--- src/rtl/ex_mem_stage.sv ---
// ex_mem_stage: EX/MEM pipeline register built as a two-entry skid buffer with flush and stall counting.
module ex_mem_stage #(
    parameter int DATA_W = 32,
    parameter int REG_W  = 5,
    parameter int CNT_W  = 16
) (
    input  logic              clock,
    input  logic              reset,
    input  logic              in_valid,
    output logic              in_ready,
    input  logic [DATA_W-1:0] brachAdr,
    input  logic [DATA_W-1:0] ALUres,
    input  logic [DATA_W-1:0] RegValue,
    input  logic [REG_W-1:0]  writeReg,
    input  logic              zero,
    input  logic [4:0]        ctrl,
    input  logic              flush,
    output logic              out_valid,
    input  logic              out_ready,
    output logic [DATA_W-1:0] brachAdrOut,
    output logic [DATA_W-1:0] ALUresOut,
    output logic [DATA_W-1:0] RegValueOut,
    output logic [REG_W-1:0]  writeRegOut,
    output logic              zeroOut,
    output logic [4:0]        ctrlOut,
    output logic              pcSrc,
    output logic              fwd_valid,
    output logic [CNT_W-1:0]  stall_cnt
);
    localparam int PW = 3*DATA_W + REG_W + 6;
    logic [PW-1:0]    in_pl, main_q, main_d, skid_q, skid_d;
    logic             main_v_q, main_v_d, skid_v_q, skid_v_d;
    logic [CNT_W-1:0] stall_q, stall_d;
    logic             accept, drain;
    assign in_pl    = {brachAdr, ALUres, RegValue, writeReg, zero, ctrl};
    assign in_ready = !skid_v_q;
    assign accept   = in_valid & in_ready;
    assign drain    = main_v_q & out_ready;
    // ctrl occupies the low 5 payload bits; it is zeroed whenever an entry becomes a bubble
    always_comb begin
        main_d   = main_q;
        skid_d   = skid_q;
        main_v_d = main_v_q;
        skid_v_d = skid_v_q;
        stall_d  = (main_v_q && !out_ready && !flush && stall_q != '1) ? stall_q + 1'b1 : stall_q;
        if (flush) begin
            main_v_d    = 1'b0;
            skid_v_d    = 1'b0;
            main_d[4:0] = '0;
            skid_d[4:0] = '0;
        end else if (drain || !main_v_q) begin
            if (skid_v_q) begin
                main_d      = skid_q;
                main_v_d    = 1'b1;
                skid_v_d    = 1'b0;
                skid_d[4:0] = '0;
            end else if (accept) begin
                main_d   = in_pl;
                main_v_d = 1'b1;
            end else begin
                main_v_d    = 1'b0;
                main_d[4:0] = '0;
            end
        end else if (accept) begin
            skid_d   = in_pl;
            skid_v_d = 1'b1;
        end
    end
    always_ff @(posedge clock) begin
        if (reset) begin
            main_q   <= '0;
            skid_q   <= '0;
            main_v_q <= 1'b0;
            skid_v_q <= 1'b0;
            stall_q  <= '0;
        end else begin
            main_q   <= main_d;
            skid_q   <= skid_d;
            main_v_q <= main_v_d;
            skid_v_q <= skid_v_d;
            stall_q  <= stall_d;
        end
    end
    assign {brachAdrOut, ALUresOut, RegValueOut, writeRegOut, zeroOut, ctrlOut} = main_q;
    assign out_valid = main_v_q;
    assign pcSrc     = main_v_q & ctrlOut[4] & zeroOut;
    assign fwd_valid = main_v_q & ctrlOut[1] & (writeRegOut != '0);
    assign stall_cnt = stall_q;
endmodule

--- config.mk ---
export PLATFORM = sky130hd
export DESIGN_NAME = ex_mem_stage
export DESIGN_NICKNAME = d
export VERILOG_FILES = /design/src/rtl/ex_mem_stage.sv
export SDC_FILE = /design/constraint.sdc
export NUM_CORES = 1
export LEC_CHECK = 0
export CAP_MARGIN = 20
export CELL_PAD_IN_SITES_DETAIL_PLACEMENT = 0
export CELL_PAD_IN_SITES_GLOBAL_PLACEMENT = 1
export CORE_ASPECT_RATIO = 1.4
export CORE_MARGIN = 3
export CORE_UTILIZATION = 36
export CTS_CLUSTER_DIAMETER = 60
export DETAILED_ROUTE_END_ITERATION = 8
export PLACE_DENSITY = 0.89
export SLEW_MARGIN = 10
export SYNTH_ARGS = -nofsm -noshare
export SYNTH_HDL_FRONTEND = slang
export SYNTH_SLANG_ARGS = --single-unit
--- constraint.sdc ---
create_clock -name clock -period 2.3 [get_ports clock]
set_clock_uncertainty 0.15 [all_clocks]
set_input_delay 0.345 -clock clock [delete_from_list [all_inputs] [get_ports clock]]
set_output_delay 0.345 -clock clock [all_outputs]
set_load 0.005 [all_outputs]
==> impl_metrics.env <==
export IMPL_cp_max_fo=3
export IMPL_nets=1376
export IMPL_mostFrequentLayoutCell="clkdlybuf4s50_1"
export IMPL_synthXorXnorAreaFrac_pct=0
export IMPL_clockRootBuffer="clkbuf_16"
export IMPL_std_cell_rows=68
export IMPL_routed_top_layer="met4"
export IMPL_antenna_found_initial=0
export IMPL_cts_tree="yes"
export IMPL_rsz0062_at_grt="false"
export IMPL_finalMaxSlewViolations=0
export IMPL_place_gp_congestion=0.788
export IMPL_place_hpwl_mm=16.3
export IMPL_drive_gt1_share_pct=6.64
export IMPL_max_slew_margin_pct=51.9
export IMPL_pin_count=239
export IMPL_start_util_pct=37.1
export IMPL_overflow=0
export IMPL_dieWidth_um=142
export IMPL_critPathMaxStageDelay_ps=410
export IMPL_die_area_um2=27800
export IMPL_ant_nets=0
export IMPL_synth_area_um2=9290
export IMPL_viasPerCell=5.02
export IMPL_cp_top_family="simple AND/OR/NAND/NOR gates"
export IMPL_cpMaxStageDelayCell="or3_4"
export IMPL_crit_type="flip-flop to output pin"
export IMPL_wl_met1_mm=10.1
export IMPL_min_period_ps=2250
export IMPL_p_leak_nw=4.26
export IMPL_setup_viol=0
export IMPL_setup_tns_ps=0
export IMPL_first_pass_iters=4
export IMPL_grt_max_degree=113
export IMPL_grt_pass1_vias=7646
export IMPL_area_growth_pct=39.1
export IMPL_placed_area_um2=12100
export IMPL_path_cells="or3_4 -> o311a_1 -> clkdlybuf4s15_1"
export IMPL_cts_buffers=24
export IMPL_synth_compound_area_share_pct=16.3
export IMPL_syn_inst=1052
export IMPL_routed_wl_mm=24.7
export IMPL_critPathRequiredTime_ps=1800
export IMPL_die_y_um=196
export IMPL_fin_crit_sh_pct=97.8
export IMPL_cts_buffer_depth=3
export IMPL_layout_common_cells="clkdlybuf4s50_1 (236), dfxtp_1 (230), nand2_1 (208)"
export IMPL_seq_area_frac_synth_pct=50.0
export IMPL_dr_total_vias=8005
export IMPL_antenna_cells=0
export IMPL_initialDrtViolationCount=307
export IMPL_synth_warnings=0
export IMPL_hold_viol=0
export IMPL_powerDensity_nw_per_um2=715
export IMPL_path_clk_slew_ps=60
export IMPL_setup_worst_path_end_class="output pin"
export IMPL_wire_per_inst_um=15.5
export IMPL_grt_pass1_wl_mm=39.4
export IMPL_synth_simple_area_share_pct=17.2
export IMPL_worst_pin_slew_ps=717
export IMPL_synth_top_family_by_area="simple AND/OR/NAND/NOR gates"
export IMPL_syn_nets=1165
export IMPL_ys_ff_latch=232
export IMPL_ys_types=41
export IMPL_worstPathArrival_ps=1750
export IMPL_fmax_mhz=445
export IMPL_io_buffers=238
export IMPL_drcViolationCount=0
export IMPL_max_cap_violations=0
export IMPL_avgSynthCellArea_um2=8.83
export IMPL_cts_sinks=232
export IMPL_synthMuxAreaShare_pct=11.7
export IMPL_status="complete, no violations"
export IMPL_h_tree_depth=1
export IMPL_grt_use_total_pct=16.9
export IMPL_clk_latency_ps=520
export IMPL_core_region_area_um2=25000
export IMPL_fin_area_um2=12900
export IMPL_dr_wl_met2_mm=12.6
export IMPL_wl_met3_mm=1.50
export IMPL_path_buf_inv=1
export IMPL_irDropWorstVdd_mv=0.553
export IMPL_synth_fa_ha_area_share_pct=0.135
export IMPL_cp_start_kind="flip-flop"
export IMPL_hold_class="input port to flip-flop"
[power by group]
part           internal (mW)  switching, mW  total [mW]
clock network           2.45           1.58        4.03
logic                  0.556          0.401       0.957
registers               4.16         0.0841        4.25
[metal layers]
metal	up-vias	GRT usage, %
met5	-	0
met4	0	4.55
met3	32	3.58
met2	188	30.6
met1	3701	20.2
li1	4084	-
[timing repair]
action	4_1_cts	5_1_grt
setup buffers	0	1
hold buffers	1	0
cloned	0	0
setup endpoints to repair	1	1
hold endpoints to repair	7	0
pin swaps	1	0
resized for setup	4	0
[registers in the layout, indices dropped and copies added (netlist names)]
signal / count
stall_cnt: 16
out_valid: 1
skid_q: 107
main_q: 107
skid_v_q: 1
[area by class of cell]
type / instances / area, µm²
tap: 315 / 394
inverter: 4 / 15.0
multi-input combinational: 732 / 4240
clock buffer: 35 / 702
sequential: 232 / 4650
fill: 2356 / 12100
timing repair buffer: 269 / 2790
clock inverter: 8 / 126
[synthesized netlist by cell type]
master	count	area, µm²
dfxtp_1	232	4640
nand2_1	209	785
nor2_1	118	443
a21oi_1	117	586
a211oi_1	107	803
mux2i_1	102	1020
clkbuf_1	45	169
buf_2	22	110
buf_6	8	90.1
buf_1	7	26.3
nor2b_1	7	43.8
and3_1	6	37.5
mux2_2	6	67.6
a22o_1	5	43.8
nand3_1	5	25.0
o31ai_1	5	37.5
or4_1	5	37.5
inv_1	4	15.0
nand4_1	4	25.0
nor3_1	4	20.0
nor4_1	4	25.0
o21ai_0	4	20.0
and2_1	2	12.5
and4_1	2	17.5
buf_4	2	15.0
nand2b_1	2	12.5
nor4b_1	2	17.5
or2_2	2	12.5
or3_1	2	12.5
a221oi_1	1	8.76
ha_1	1	12.5
nand3b_1	1	7.51
nor2_2	1	6.26
nor3_2	1	10.0
nor3b_1	1	7.51
nor3b_2	1	12.5
nor4b_2	1	15.0
o311a_1	1	10.0
o31a_1	1	8.76
or2_0	1	6.26
or3b_1	1	8.76
[tightest hold or removal path, cell delays in order]
cell and delay, ps:
clkdlybuf4s50_1 410, nand2_1 60, a21oi_1 50
[kinds of logic (layout without fill, tap and decap cells)]
family                     after synthesis  after routing
AOI/OAI and AO/OA                      241            241
adders and majority gates                1              1
buffers and inverters                   88            316
DFF                                    232            232
muxes                                  108            108
and+or+nand+nor                        382            382
[worst paths after layout]
check	cells after the start	from	slack (ps)	endpoint
hold reg to reg	2	skid_q[32]$_SDFFE_PP0P_	300	skid_q[32]$_SDFFE_PP0P_
setup / recovery	3	main_q[7]$_SDFFE_PP0P_	50	fwd_valid
hold / removal	3	brachAdr[9]	240	skid_q[84]$_SDFFE_PP0P_
setup reg to reg	5	stall_cnt[0]$_SDFFE_PP0P_	260	stall_cnt[14]$_SDFFE_PP0P_
[per-stage QoR]
stage | cells | hold WS [ps] | worst slack (ps) | power (mW) | util [%]
3_5_place_dp | 1550 | 296 | -32.5 | 5.30 | 48.2
3_3_place_gp | 1550 | 291 | -8.41 | 5.29 | 48.2
6_report | 1595 | 241 | 50.3 | 9.24 | 51.6
2_1_floorplan | 1052 | 286 | 488 | 4.69 | -
4_1_cts | 1594 | 216 | 11.6 | 9.37 | 51.6
5_1_grt | 1595 | 230 | 9.65 | 9.62 | 51.6
Power figures use the tool's default switching activity.
==> RTL edit 1 (config.mk and constraints unchanged) <==
Set the parameter `DATA_W` to 16 (it was 32).
--- a/src/rtl/ex_mem_stage.sv
+++ b/src/rtl/ex_mem_stage.sv
@@ -1,6 +1,6 @@
 // ex_mem_stage: EX/MEM pipeline register built as a two-entry skid buffer with flush and stall counting.
 module ex_mem_stage #(
-    parameter int DATA_W = 32,
+    parameter int DATA_W = 16,
     parameter int REG_W  = 5,
     parameter int CNT_W  = 16
 ) (
Ports: changed (6 resized); port bits go from 239 to 143. The function was not compared with the original's and may differ.
==> RTL edit 1 against the original RTL <==
Area after synthesis shrank 40%. Total power is 37% lower. Critical endpoint unchanged. Largest power group is now clock. Design area down 39%. Setup slack gained 0.057 ns. Sequential cell count down 96. Worst hold slack got worse by 0.016 ns. Non-clock buffer count fell by 110. Critical path type unchanged. Wire length decreased by 40%.
==> RTL edit 1: results (changes against the original RTL) <==
Parameter                              Value

Routing
  Routed metal-1 wire length ... 6240 um (-38%)
  DR WL met3 ... 482 um (-68%)
  Detailed-route wire length per cell ... 15.3 um (-0.91%)
  Vias per Instance ... 5.13 (+2.2%)
  First-iteration detailed-routing DRC count ... 280 (-8.8%)

Clock tree
  Clock latency at the later pin of the worst-skew pair ... 0.41 ns (-0.11 ns)
  Post-cts hold buffer count ... 0 (-1)
  Maximum number of buffers from clock root to sink ... 2 (-1)
  Number of gates resized after CTS ... 2 (-2)
  Max H-tree Level ... 4 (+3)

Outcome
  Outcome ... finished clean

Min path
  Hold endpoint ... skid_q[13]
  Worst Hold Depth ... 2 (-1)

Final layout
  Fillers ... 1410 (-40%)
  Share of post-route cells with drive strength above 1 ... 7.56% (+0.92 points)

Setup path
  Worst endpoint data arrival time ... 1.70 ns (-0.05 ns)
  Reg-to-reg setup timing slack ... 0.29 ns (+0.03 ns)
  RR Startpoint ... stall_cnt[1]
  R2R Path End ... stall_cnt[6]

Logic synthesis
  Count of cell types in the netlist ... 45 (+9.8%)
  Synthesized net count ... 703 (-40%)
  Cell types with the highest counts after synthesis ... sky130_fd_sc_hd__dfxtp_1, sky130_fd_sc_hd__nand2_1, sky130_fd_sc_hd__nor2_1
  Synth top area cells ... sky130_fd_sc_hd__dfxtp_1, sky130_fd_sc_hd__mux2i_1, sky130_fd_sc_hd__nand2_1

Global routing
  Number of global-route vias before repair ... 4848 (-37%)
  Global Route met3 Usage ... 3.35% (-0.24 points)
  Global routing met1 resource utilization ... 20.1% (-0.13 points)
  Wire length of the first global-routing pass ... 24200 um (-39%)
  GR Util met2 ... 31.0% (+0.44 points)

STA
  Worst hold margin ... 0.225 ns (-0.0160 ns)
  Tightest Pin Transition ... 0.679 ns (-0.0383 ns)

Power and ir drop
  Cell-internal power ... 4.59 mW (-36%)
  Lkg Pwr ... 2.66 nW (-38%)
  Total net switching power ... 1.26 mW (-39%)
  Total combinational power ... 533 uW (-44%)
  Worst supply voltage drop on vdd ... 0.373 mV (-32%)

Placed design
  Total half-perimeter wirelength after legalization and detailed placement ... 10200 um (-38%)
==> RTL edit 1: worst max-delay path by stage <==
stage | start | slack (ns) | endpoint
2_1_floorplan | stall_cnt[0] | 0.51 | stall_cnt[6]
3_3_place_gp | out_ready | 0.02 | stall_cnt[11]
3_5_place_dp | out_ready | -0.02 | stall_cnt[11]
4_1_cts | main_q[6] | 0.11 | fwd_valid
5_1_grt | main_q[6] | 0.05 | fwd_valid
6_report | main_q[6] | 0.11 | fwd_valid
==> RTL edit 1: cell families (layout without fill, tap and decap cells) <==
logic type,after synthesis,in the layout,synth area share [%]
AND/OR/NAND/NOR,238,238,18.9
AO/OA/AOI/OAI,150,150,17.2
flip-flops,136,136,48.7
multiplexers,60,60,10.8
buffers and inverters,53,195,4.29
adder cells (fa/ha/maj),1,1,0.224
==> RTL edit 1: worst register-to-register path: stages (launching register included) <==
cell and delay [ns]:
sky130_fd_sc_hd__dfxtp_1 0.39, sky130_fd_sc_hd__ha_1 0.27, sky130_fd_sc_hd__and3_1 0.29, sky130_fd_sc_hd__nand2_1 0.16, sky130_fd_sc_hd__a311oi_1 0.30, sky130_fd_sc_hd__mux2_1 0.34
==> RTL edit 1: stage by stage <==
| stage | cells | instance area, um^2 |
|---|---|---|
| finish | 972 | 7860 |
| global route | 972 | 7860 |
| floorplan | 638 | 5590 |
| global placement | 940 | 7230 |
| CTS | 972 | 7860 |
| detailed placement | 940 | 7230 |
==> RTL edit 1: cell type report <==
cell class	instances	area [um^2]	area share, %
clock buffers	25	505	6.43
clock inverters	7	115	1.47
inverters	4	15.0	0.191
multi-input cells	449	2650	33.7
flip-flops and latches	136	2730	34.7
well taps	192	240	3.06
repair buffers	159	1610	20.5
==> RTL edit 2 (same flow settings) <==
Made on the original files. Reset style: asynchronous (`reset`), changed in one clocked block.
--- a/src/rtl/ex_mem_stage.sv
+++ b/src/rtl/ex_mem_stage.sv
@@ -66,7 +66,7 @@
             skid_v_d = 1'b1;
         end
     end
-    always_ff @(posedge clock) begin
+    always_ff @(posedge clock or posedge reset) begin
         if (reset) begin
             main_q   <= '0;
             skid_q   <= '0;
Behaviour: differs if reset is asserted again (counterexample within 4 cycles, from zero or initial values and one cycle with reset high); with reset held inactive, the same outputs for 4 cycles.
==> RTL edit 2 against the original RTL <==
Area after synthesis is 4.9% higher. Design area is 5.3% higher. Setup slack better by 0.053 ns. Sequential share of layout area is 6.7 points higher. Sequential cell count stayed put. First-iteration DRC count is 9.8% lower. Largest cell class unchanged. Utilization hardly changed. Wire length is 3.1% lower. Worst hold slack worse by 0.21 ns. Critical path type unchanged. Die area is 4.7% higher.
Power is not compared: it rests on default switching activity, and its combinational part moved more than twofold at a synthesized area within 25%.
==> RTL edit 2: results (changes against the original RTL) <==
Parameter                              Value

Final layout
  Total number of nets in the final design ... 1161 (-16%)
  Post-route insts no fill ... 1427 (-11%)
  Fillers ... 2301 (-2.3%)
  Share of post-route cells with drive strength above 1 ... 18.0% (+11 points)

Logic synthesis
  Cell types with the highest counts after synthesis ... sky130_fd_sc_hd__dfrtp_1, sky130_fd_sc_hd__nor2_1, sky130_fd_sc_hd__a21oi_1
  Count of cell types in the netlist ... 36 (-12%)
  Synthesized instance count ... 794 (-25%)
  Sequential fraction of the synthesis area ... 59.6% (+9.6 points)
  Proportion of synthesized flip-flops having asynchronous set or reset ... 100% (+100 points)
  Yosys synthesis warning count ... 0 (unchanged)
  Most used flip-flop cell after synthesis ... sky130_fd_sc_hd__dfrtp_1
  Synth top area cells ... sky130_fd_sc_hd__dfrtp_1, sky130_fd_sc_hd__mux2_2, sky130_fd_sc_hd__mux2i_1
  Synthesized net count ... 907 (-22%)

Setup path
  Reg2reg path depth ... 7 (+2)
  Maximum fanout along the worst path ... 7 (+4)
  Worst endpoint data arrival time ... 1.70 ns (-0.05 ns)

Placed design
  Port Buffer Count ... 238 (unchanged)
  Post-Place Cell Area ... 12800 um^2 (+6.0%)
  Total half-perimeter wirelength after legalization and detailed placement ... 16500 um (+1.4%)
  Placer's final routability congestion estimate ... 0.807 (+2.5%)

Routing
  Vias per Instance ... 4.83 (-3.7%)
  Total Wirelength ... 23900 um (-3.1%)
  First-iteration detailed-routing DRC count ... 277 (-9.8%)
  Final routed DRC violation total ... 0 (unchanged)
  First-pass iteration count of the detailed router ... 4 (unchanged)

Clock tree
  Number of buffers created by CTS ... 25 (+4.2%)
  Clock latency at the later pin of the worst-skew pair ... 0.51 ns
  CTS clk-pin slew, worst paths ... 0.06 ns (about the same)
  Maximum number of buffers from clock root to sink ... 3 (unchanged)
  Max H-tree Level ... 1 (unchanged)
  CTS root buffer ... sky130_fd_sc_hd__clkbuf_16

Power and ir drop
  Worst supply voltage drop on vdd ... 0.581 mV
  Lkg Pwr ... 5.45 nW
  Total net switching power ... 2.82 mW

Die
  Die Area ... 29100 um^2 (+4.7%)

Global routing
  Wire length of the first global-routing pass ... 38800 um (-1.5%)
  Maximum number of pins on one net before global-route repair ... 76 (-33%)
  Number of global-route vias before repair ... 7298 (-4.6%)
  Global-route usage over all layers ... 16.0% (-0.90 points)
  Antenna violations before repair ... 4 (+4)

Min path
  Type of the worst min-delay path ... in2async

Outcome
  Outcome ... finished clean

STA
  Tightest Pin Transition ... 0.563 ns (-0.154 ns)
==> RTL edit 2: cell count changes after synthesis, sizes merged, moves of 8 or more <==
cell	delta
a211oi	-101
a21oi	-9
buf	-16
clkbuf	-20
dfrtp	+232
dfxtp	-232
mux2	+98
nand2	-192
nor2	-10
xor2	+8
==> RTL edit 2: per-layer routing <==
| metal | up-vias | track usage [%] | part of all wire, % |
|---|---|---|---|
| li1 | 3298 | - | - |
| met1 | 3385 | 17.9 | 39 |
| met2 | 163 | 29.7 | 53 |
| met3 | 51 | 3.50 | 5.2 |
| met4 | 2 | 6.21 | 3.0 |
| met5 | - | 0 | 0.054 |
==> RTL edit 2: final cells by class <==
| class | instances | share of cell area (%) |
|---|---|---|
| flip-flops and latches | 232 | 42.7 |
| multi-input cells | 511 | 27.5 |
| repair buffers | 275 | 20.5 |
| clock buffers | 37 | 5.37 |
| well taps | 360 | 3.31 |
| clock inverters | 6 | 0.460 |
| inverters | 3 | 0.110 |
| diodes | 3 | 0.0552 |
==> RTL edit 2: worst paths after layout <==
check                             start            to  slack (ns)
max in group asynchronous         reset    skid_q[47]        1.21
hold / removal                    reset    skid_q[85]        0.03
hold reg to reg               skid_q[0]     skid_q[0]        0.34
setup / recovery               skid_v_q      in_ready        0.10
min in group clock              ctrl[4]     skid_q[4]        0.29
setup reg to reg           stall_cnt[0]  stall_cnt[0]        0.28
==> RTL edit 2: logic make-up after synthesis <==
| logic type | share of synthesized area [%] |
|---|---|
| buffers and inverters | 2.21 |
| xor gates and xnor gates | 1.08 |
| AOI/OAI and AO/OA | 7.04 |
| muxes | 22.5 |
| DFF | 59.6 |
| adders and majority gates | 0.128 |
| and+or+nand+nor | 7.44 |
==> RTL edit 2: power by group through the flow <==
stage	Combinational [mW]	Clock, mW	Sequential (mW)
finish	2.15	3.87	5.36
global route	2.35	4.15	5.47
CTS	2.19	3.99	5.37
detailed placement	2.16	0	5.43
global placement	2.09	0	5.39
floorplan	0.977	0	5.34
==> RTL edit 2: what timing repair did <==
item,CTS,global route
gates cloned,0,0
setup buffers,3,0
pin swaps,1,0
gates resized for setup,4,1
setup endpoints to repair,1,2
hold endpoints to repair,0,0
==> RTL edit 2: per-stage QoR <==
| stage | utilization (%) | setup TNS (ns) | worst slack (ns) |
|---|---|---|---|
| after detailed placement | 48.5 | -4.25 | -0.213 |
| after global routing | 51.6 | 0 | 0.0283 |
| final | 51.6 | 0 | 0.103 |
| after floorplan | - | -285.58 | -1.23 |
| after global placement | 48.5 | -4.91 | -0.155 |
| after CTS | 51.6 | 0 | 0.0654 |
==> RTL edit 2: critical path, cell delays in order (launching register included) <==
cell and delay (ns):
sky130_fd_sc_hd__dfrtp_4 0.47, sky130_fd_sc_hd__inv_1 0.17, sky130_fd_sc_hd__clkdlybuf4s50_1 0.56
